[config.mk]
export PLATFORM = sky130hd
export DESIGN_NAME = irq_trap_ctrl
export DESIGN_NICKNAME = d
export VERILOG_FILES = /design/src/rtl/irq_trap_ctrl.sv
export SDC_FILE = /design/constraint.sdc
export NUM_CORES = 1
export LEC_CHECK = 0
export CAP_MARGIN = 20
export CORE_ASPECT_RATIO = 2
export CORE_UTILIZATION = 40
export CTS_CLUSTER_SIZE = 14
export DETAILED_ROUTE_END_ITERATION = 10
export PLACE_DENSITY = 0.86
export SYNTH_ARGS = -nofsm -noshare
export SYNTH_HDL_FRONTEND = slang
export SYNTH_SLANG_ARGS = --single-unit
[constraint.sdc]
create_clock -name clk_i -period 2.2 [get_ports clk_i]
set_clock_uncertainty 0.15 [all_clocks]
set_input_delay 0.33 -clock clk_i [delete_from_list [all_inputs] [get_ports clk_i]]
set_output_delay 0.33 -clock clk_i [all_outputs]
set_load 0.005 [all_outputs]
[src/rtl/irq_trap_ctrl.sv]
// Interrupt entry sequencer: samples/masks M-mode interrupt lines, drains the pipeline, issues one trap commit.
// Optional macro IRQ_SYNC_EN adds a SYNC_STAGES-deep synchronizer ahead of the mip_o register.
module irq_trap_ctrl #(
  parameter int DRAIN_MAX   = 15,
  parameter int SYNC_STAGES = 2
) (
  input  logic        clk_i,
  input  logic        rst_i,
  input  logic        xint_meip_i,
  input  logic        xint_mtip_i,
  input  logic        xint_msip_i,
  input  logic        mstatus_mie_i,
  input  logic        mie_meie_i,
  input  logic        mie_mtie_i,
  input  logic        mie_msie_i,
  input  logic        wb_exc_i,
  input  logic        drain_done_i,
  input  logic [31:0] resume_pc_i,
  output logic [2:0]  mip_o,
  output logic        irq_req_o,
  output logic        trap_we_o,
  output logic [31:0] trap_cause_o,
  output logic [31:0] trap_epc_o,
  output logic        flush_o,
  output logic        drain_timeout_o,
  output logic [1:0]  state_o
);

  localparam int CW = $clog2(DRAIN_MAX + 1);

  typedef enum logic [1:0] {
    IDLE   = 2'd0,
    DRAIN  = 2'd1,
    COMMIT = 2'd2,
    RESUME = 2'd3
  } state_t;

  state_t        state, state_nxt;
  logic [CW-1:0] cnt, cnt_nxt;
  logic [3:0]    code, code_nxt;
  logic [2:0]    src, src_nxt;
  logic [31:0]   epc, epc_nxt;
  logic          timeout_q, timeout_nxt;
  logic [2:0]    raw;
  logic [2:0]    pend;
  logic [2:0]    win;
  logic [3:0]    win_code;

  assign raw = {xint_meip_i, xint_mtip_i, xint_msip_i};

`ifdef IRQ_SYNC_EN
  logic [2:0] sync_q [SYNC_STAGES];

  always_ff @(posedge clk_i or posedge rst_i) begin
    if (rst_i) begin
      for (int i = 0; i < SYNC_STAGES; i++) sync_q[i] <= '0;
      mip_o <= '0;
    end else begin
      sync_q[0] <= raw;
      for (int i = 1; i < SYNC_STAGES; i++) sync_q[i] <= sync_q[i-1];
      mip_o <= sync_q[SYNC_STAGES-1];
    end
  end
`else
  always_ff @(posedge clk_i or posedge rst_i) begin
    if (rst_i) mip_o <= '0;
    else       mip_o <= raw;
  end
`endif

  assign pend = mip_o & {mie_meie_i, mie_mtie_i, mie_msie_i} & {3{mstatus_mie_i}};

  // Priority is MEI > MSI > MTI, which is not the bit order of mip.
  always_comb begin
    win      = 3'b000;
    win_code = 4'd0;
    if (pend[2]) begin
      win      = 3'b100;
      win_code = 4'd11;
    end else if (pend[0]) begin
      win      = 3'b001;
      win_code = 4'd3;
    end else if (pend[1]) begin
      win      = 3'b010;
      win_code = 4'd7;
    end
  end

  always_ff @(posedge clk_i or posedge rst_i) begin
    if (rst_i) begin
      state     <= IDLE;
      cnt       <= '0;
      code      <= '0;
      src       <= '0;
      epc       <= '0;
      timeout_q <= 1'b0;
    end else begin
      state     <= state_nxt;
      cnt       <= cnt_nxt;
      code      <= code_nxt;
      src       <= src_nxt;
      epc       <= epc_nxt;
      timeout_q <= timeout_nxt;
    end
  end

  always_comb begin
    state_nxt   = state;
    cnt_nxt     = cnt;
    code_nxt    = code;
    src_nxt     = src;
    epc_nxt     = epc;
    timeout_nxt = 1'b0;
    case (state)
      IDLE: begin
        if ((|pend) && !wb_exc_i) begin
          state_nxt = DRAIN;
          code_nxt  = win_code;
          src_nxt   = win;
          cnt_nxt   = '0;
        end
      end
      DRAIN: begin
        cnt_nxt = cnt + 1'b1;
        // Abort on exception or a vanished source beats drain_done; drain_done beats the watchdog.
        if (wb_exc_i || !(|(pend & src))) begin
          state_nxt = IDLE;
        end else if (drain_done_i) begin
          state_nxt = COMMIT;
          epc_nxt   = resume_pc_i;
        end else if (cnt == CW'(DRAIN_MAX)) begin
          state_nxt   = IDLE;
          timeout_nxt = 1'b1;
        end
      end
      COMMIT:  state_nxt = RESUME;
      RESUME:  state_nxt = IDLE;
      default: state_nxt = IDLE;
    endcase
  end

  assign irq_req_o       = (state != IDLE);
  assign trap_we_o       = (state == COMMIT);
  assign flush_o         = (state == COMMIT);
  assign trap_cause_o    = trap_we_o ? {1'b1, 27'b0, code} : 32'h0;
  assign trap_epc_o      = trap_we_o ? epc : 32'h0;
  assign drain_timeout_o = timeout_q;
  assign state_o         = state;

endmodule
; ---- Yosys cells after proc, flatten, opt, wreduce, memory -nomap -nowiden
; Index checks and enable logic that the tools add are counted.
[classes]
n_eq_ne = 6
bitwise = 4
mux = 19
add_sub_neg = 1
n_reduce_logical = 13
[op_table]
columns = operator, count
row1 = $mux W32, 2
row2 = $mux W2, 6
row3 = $and A3 B3 Y3, 3
row4 = $mux W3, 3
row5 = $mux W4, 2
row6 = $pmux W2 S4, 1
row7 = $pmux W4 S2, 1
row8 = $reduce_and A2 Y1, 3
row9 = $reduce_or A3 Y1, 2
row10 = $add A4 B1 Y4 const B, 1
row11 = $eq A2 B2 Y1 const B, 2
row12 = $eq A4 B4 Y1 const B, 1
row13 = $mux W1, 4
row14 = $ne A4 B4 Y1 const B, 1
row15 = $reduce_bool A2 Y1, 2
row16 = $reduce_and A3 Y1, 1
row17 = $eq A2 B1 Y1 const B, 1
row18 = $logic_not A1 Y1, 2
row19 = $logic_not A2 Y1, 1
row20 = $ne A2 B2 Y1 const B, 1
row21 = $logic_and A1 B1 Y1, 1
row22 = $logic_or A1 B1 Y1, 1
row23 = $not A1 Y1, 1
[word_totals]
word_cells = 50
out_inout_bits = 73
regBits = 49
in_bits = 43

; ---- Longest topological paths before layout
; Gate-level depths: netlist of the first run.
[depth]
depth_word = 8
ltp_mapped = 5
ltp_nobuf = 4

; ---- Worst setup path before layout of the first run
; Ideal clock, no wire load.
[synth_timing]
kind = flip-flop to flip-flop
startpoint = register mip_o[2]
endpoint = register epc[11]
period_less_slack_ns = 1.795
t_arrival_ns = 1.520
setup_slack_ns = 0.405
t_required_ns = 1.925
path_stages_with_launch = 5
setup_time_ns = 0.125
n_path_buf = 1
path_cell_list = dfrtp_1 -> and3_4 -> o311ai_4 -> buf_6 -> mux2_2
[synth_via]
elab_chain_cells = 8
[synth_rtl]
columns = element, line
row1 = start: declaration, 19  ; output logic [2:0] mip_o,
row2 = start signal: assignment, 67  ; else mip_o <= raw;
row3 = $and A3 B3 Y3 (2 in series), 71  ; assign pend = mip_o & {mie_meie_i, mie_mtie_i, mie_msie_i} & {3{mstatus_mie_i}};
row4 = $and A3 B3 Y3, 126  ; if (wb_exc_i || !(|(pend & src))) begin
row5 = $reduce_or A3 Y1, 126
row6 = $logic_not A1 Y1, 126
row7 = $logic_or A1 B1 Y1, 126
row8 = $not A1 Y1 (no source line), -
row9 = $reduce_and A3 Y1 (no source line), -
row10 = end signal: assignment, 102  ; epc <= epc_nxt;
row11 = end: declaration, 42  ; logic [31:0] epc, epc_nxt;
; Every way passes these cells.
; A chain may end at the register's enable or synchronous reset.

; ---- Worst setup path in the final report of the first run
[layout_timing]
startpoint = register state[0] (netlist: state_o[0])
endpoint = output port trap_epc_o[20]
[layout_via]
elab_chain_cells = 2
[layout_rtl]
columns = element, line
row1 = start: declaration, 38  ; state_t state, state_nxt;
row2 = start signal: assignment, 98  ; state <= state_nxt;
row3 = $eq A2 B2 Y1, 143  ; assign trap_we_o = (state == COMMIT);
row4 = $mux W32, 146  ; assign trap_epc_o = trap_we_o ? epc : 32'h0;
row5 = end: declaration, 23  ; output logic [31:0] trap_epc_o,
; Every way passes these cells.

==> results of run 1 <==
critical path: stages, from the launching register on:
cell	delay, ps
dfrtp_1	390
inv_2	80
nand2_4	70
clkinv_4	90
buf_8	130
and2_1	120
clkdlybuf4s50_1	490
cell families (layout without fill, tap and decap cells):
logic type      Yosys count  in the layout  synth area share [%]
mux                      35             35                  16.8
simple gates             61             61                  16.2
compound gates            9              9                  3.60
buf+inv                  43            111                  12.7
flops                    46             46                  49.5
fa+ha+maj                 1              1                 0.538
other cells               1             27                 0.161
xor+xnor                  1              1                 0.377
cell type report:
class,instances,area (µm²),share of cell area [%]
clock buffer,7,143,4.18
clock inverter,1,5.00,0.147
tap,61,76.3,2.23
timing repair buffer,96,1030,30.0
inverter,7,31.3,0.916
sequential,46,1150,33.7
multi-input combinational,134,983,28.8
per-layer routing:
layer  GRT usage (%)  share of wire, %  routed length (µm)  up-vias
met5               0                 0                   0        -
met4            10.8               3.2                 159        0
met3            3.41               5.8                 289       12
met2            32.0                56                2770       89
met1            17.7                35                1760      781
li1                -                 -                   -      784
path summary, 6_finish.rpt:
kind,to,slack (ps),cells after the start
min in group clk_i,code[1],320,1
max in group asynchronous,epc[0],1160,3
min,epc[9],240,2
max,trap_epc_o[20],60,6
min reg2reg,code[1],320,1
max reg2reg,code[3],260,4
synthesized netlist by cell type, drive strengths merged:
library cell   n  area (µm²)
buf           33         259
and2          35         219
dfrtp         46        1150
nor2b          1        6.26
ha             1        12.5
or3            1        6.26
mux2          33         372
inv            7        26.3
mux2i          2        20.0
and3           4        30.0
or2            3        18.8
nor2           2        7.51
nor3           1        16.3
a222oi         1        10.0
clkbuf         3        11.3
nand2          7        26.3
a221o          1        10.0
o311a          1        10.0
xnor2          1        8.76
nand4          2        12.5
o311ai         1        26.3
conb           1        3.75
nand2b         2        12.5
o22ai          2        12.5
and4bb         1        12.5
nand3          2        10.0
o21ai          3        15.0
cells in the final DEF (no fill, tap or decap), drive strengths merged, types with 2 or more instances in the layout:
cell	n
dlygate4sd2	14
inv	6
dlymetal6s2s	15
clkinv	2
mux2i	2
or2	3
nor2	2
clkbuf	7
clkdlybuf4s50	59
conb	27
and3	4
buf	8
nand2	7
dfrtp	46
mux2	33
o22ai	2
nand3	2
nand2b	2
and2	35
o21ai	3
nand4	2
through the flow:
step                      hold WS, ps  cell area [µm²]
after floorplan                   211             2420
after global placement            296             3190
after detailed placement          314             3190
after CTS                         227             3370
after global routing              286             3420
final                             245             3420
flip-flops by register name, indices dropped and copies added, names as in the netlist, named ones only:
name	count
epc	32
cnt	4
code	3
mip_o	3
drain_timeout_o	1
src	1
state_o	1
what timing repair did:
action / CTS / global route
endpoints found under the setup margin: 36 / 21
resized for setup: 20 / 18
cloned: 1 / 0
setup buffers: 2 / 0
hold endpoints to repair: 0 / 0
power by group through the flow:
stage | Sequential [mW] | Clock, mW | Combinational, mW
2_1_floorplan | 0.995 | 0 | 0.197
3_3_place_gp | 1.01 | 0 | 0.289
3_5_place_dp | 1.02 | 0 | 0.305
4_1_cts | 0.999 | 0.764 | 0.318
5_1_grt | 1.01 | 0.797 | 0.348
6_report | 0.999 | 0.740 | 0.316
==> run_results.csv, run 1 <==
group,metric,value,unit
outcome,status,"finished, final reports clean",
logic_synthesis,synthCells,197,
detailed_routing,vias,1666,
sta,period_share,97.2,%
placement,gp_congestion,0.786,
sta,fin_crit,2140,ps
die,die_w,55.9,µm
clocking,cts_hold_buf,0,
logic_synthesis,synth-seq-cells,46,
pwr,clockPowerShare,36.0,%
worst_setup_path,endpoint_kind,"output port",
detailed_routing,drtIter0Drc,43,
clocking,cts_made_buffers,5,
cells_and_area,syn_to_final_growth,46.9,%
logic_synthesis,synth.distinct_cells,30,
global_route,grt_pass1_wl,8.09,mm
clocking,cts_buffer_depth,2,
cells_and_area,fillerInstances,465,
global_route,grt_overflow_total,0,
logic_synthesis,yosysSeqAreaShare,49.5,%
global_route,antenna_found_initial,0,
die,die-area,6140,µm²
worst_setup_path,crit_fanout,11,
clocking,cts_root_buffer,"clkbuf_16",
die,ios,116,
sta,setup_slack,62.5,ps
global_route,gr-usage-all-layers,17.3,%
worst_hold_path,min_path_type,"in -> async",
sta,setup_viol_count_final,0,
logic_synthesis,avgSynthCellArea,11.8,µm²
clocking,clock_latency,280,ps
pwr,share_comb_of_total_power,15.4,%
placement,port_buffers,88,
placement,dpl_worst_slack,-27.0,ps
clocking,clk_pin_slew,60,ps
logic_synthesis,synth_warnings,0,
clocking,clkSinkCount,46,
pwr,powerDensity,602,nW/µm²
cells_and_area,drive_gt1_share,18.9,%
detailed_routing,drt_pre_antenna_iters,6,
placement,place_hpwl,3.69,mm
cells_and_area,final-instance-count-excl-fill,352,
pwr,power_frac_seq,48.6,%
die,rows,39,
worst_setup_path,path_class,"reg -> out",
detailed_routing,drc,0,
die,start_util,41.1,%
sta,finalSetupTns,0,ps
worst_setup_path,crit_path_start_kind,"flip-flop",
clocking,cts_tree,"built",
clocking,h-tree-depth,2,
logic_synthesis,netlist_area,2330,µm²
cells_and_area,finalCoreUtilization,60.3,%
sta,drv_slew,0,
cells_and_area,fin_nets,334,
detailed_routing,wl_per_cell,14.2,µm
run,timing.max_cap.violations,0,
pwr,p_switching,476,µW
worst_setup_path,arrival,1660,ps
worst_setup_path,cp_data_required_time,1720,ps
worst_setup_path,critPathLaunch,"state_o[0]",
global_route,grt_max_degree,34,
detailed_routing,wirelength,4.98,mm
detailed_routing,viasPerCell,4.73,
global_route,grt_pass1_vias,1698,
sta,final_hold_viol_count,0,
detailed_routing,drtAntennaViolNets,0,
die,core,5660,µm²
pwr,leakage,1.95,nW
die,die_h,110,µm
cells_and_area,n_antenna_cell,0,
pwr,netSwitchingFraction,23.2,%
sta,max_freq,0.468,GHz
pwr,internal-power,1.58,mW
pwr,worst_ir_drop_vdd,536,µV
placement,dp_cells,341,
sta,rsz0062_at_grt,"false",
pwr,total_power,2.06,mW
Power figures use the tool's default switching activity.
==> run 2, diff against run 1 <==
--- a/config.mk
+++ b/config.mk
@@ -8,6 +8,7 @@
 export CAP_MARGIN = 20
 export CORE_ASPECT_RATIO = 2
 export CORE_UTILIZATION = 40
+export CTS_CLUSTER_DIAMETER = 100
 export CTS_CLUSTER_SIZE = 14
 export DETAILED_ROUTE_END_ITERATION = 10
 export PLACE_DENSITY = 0.86
==> results of run 2 <==
No change in the layout: final DEF, timing and power equal those of run 1.
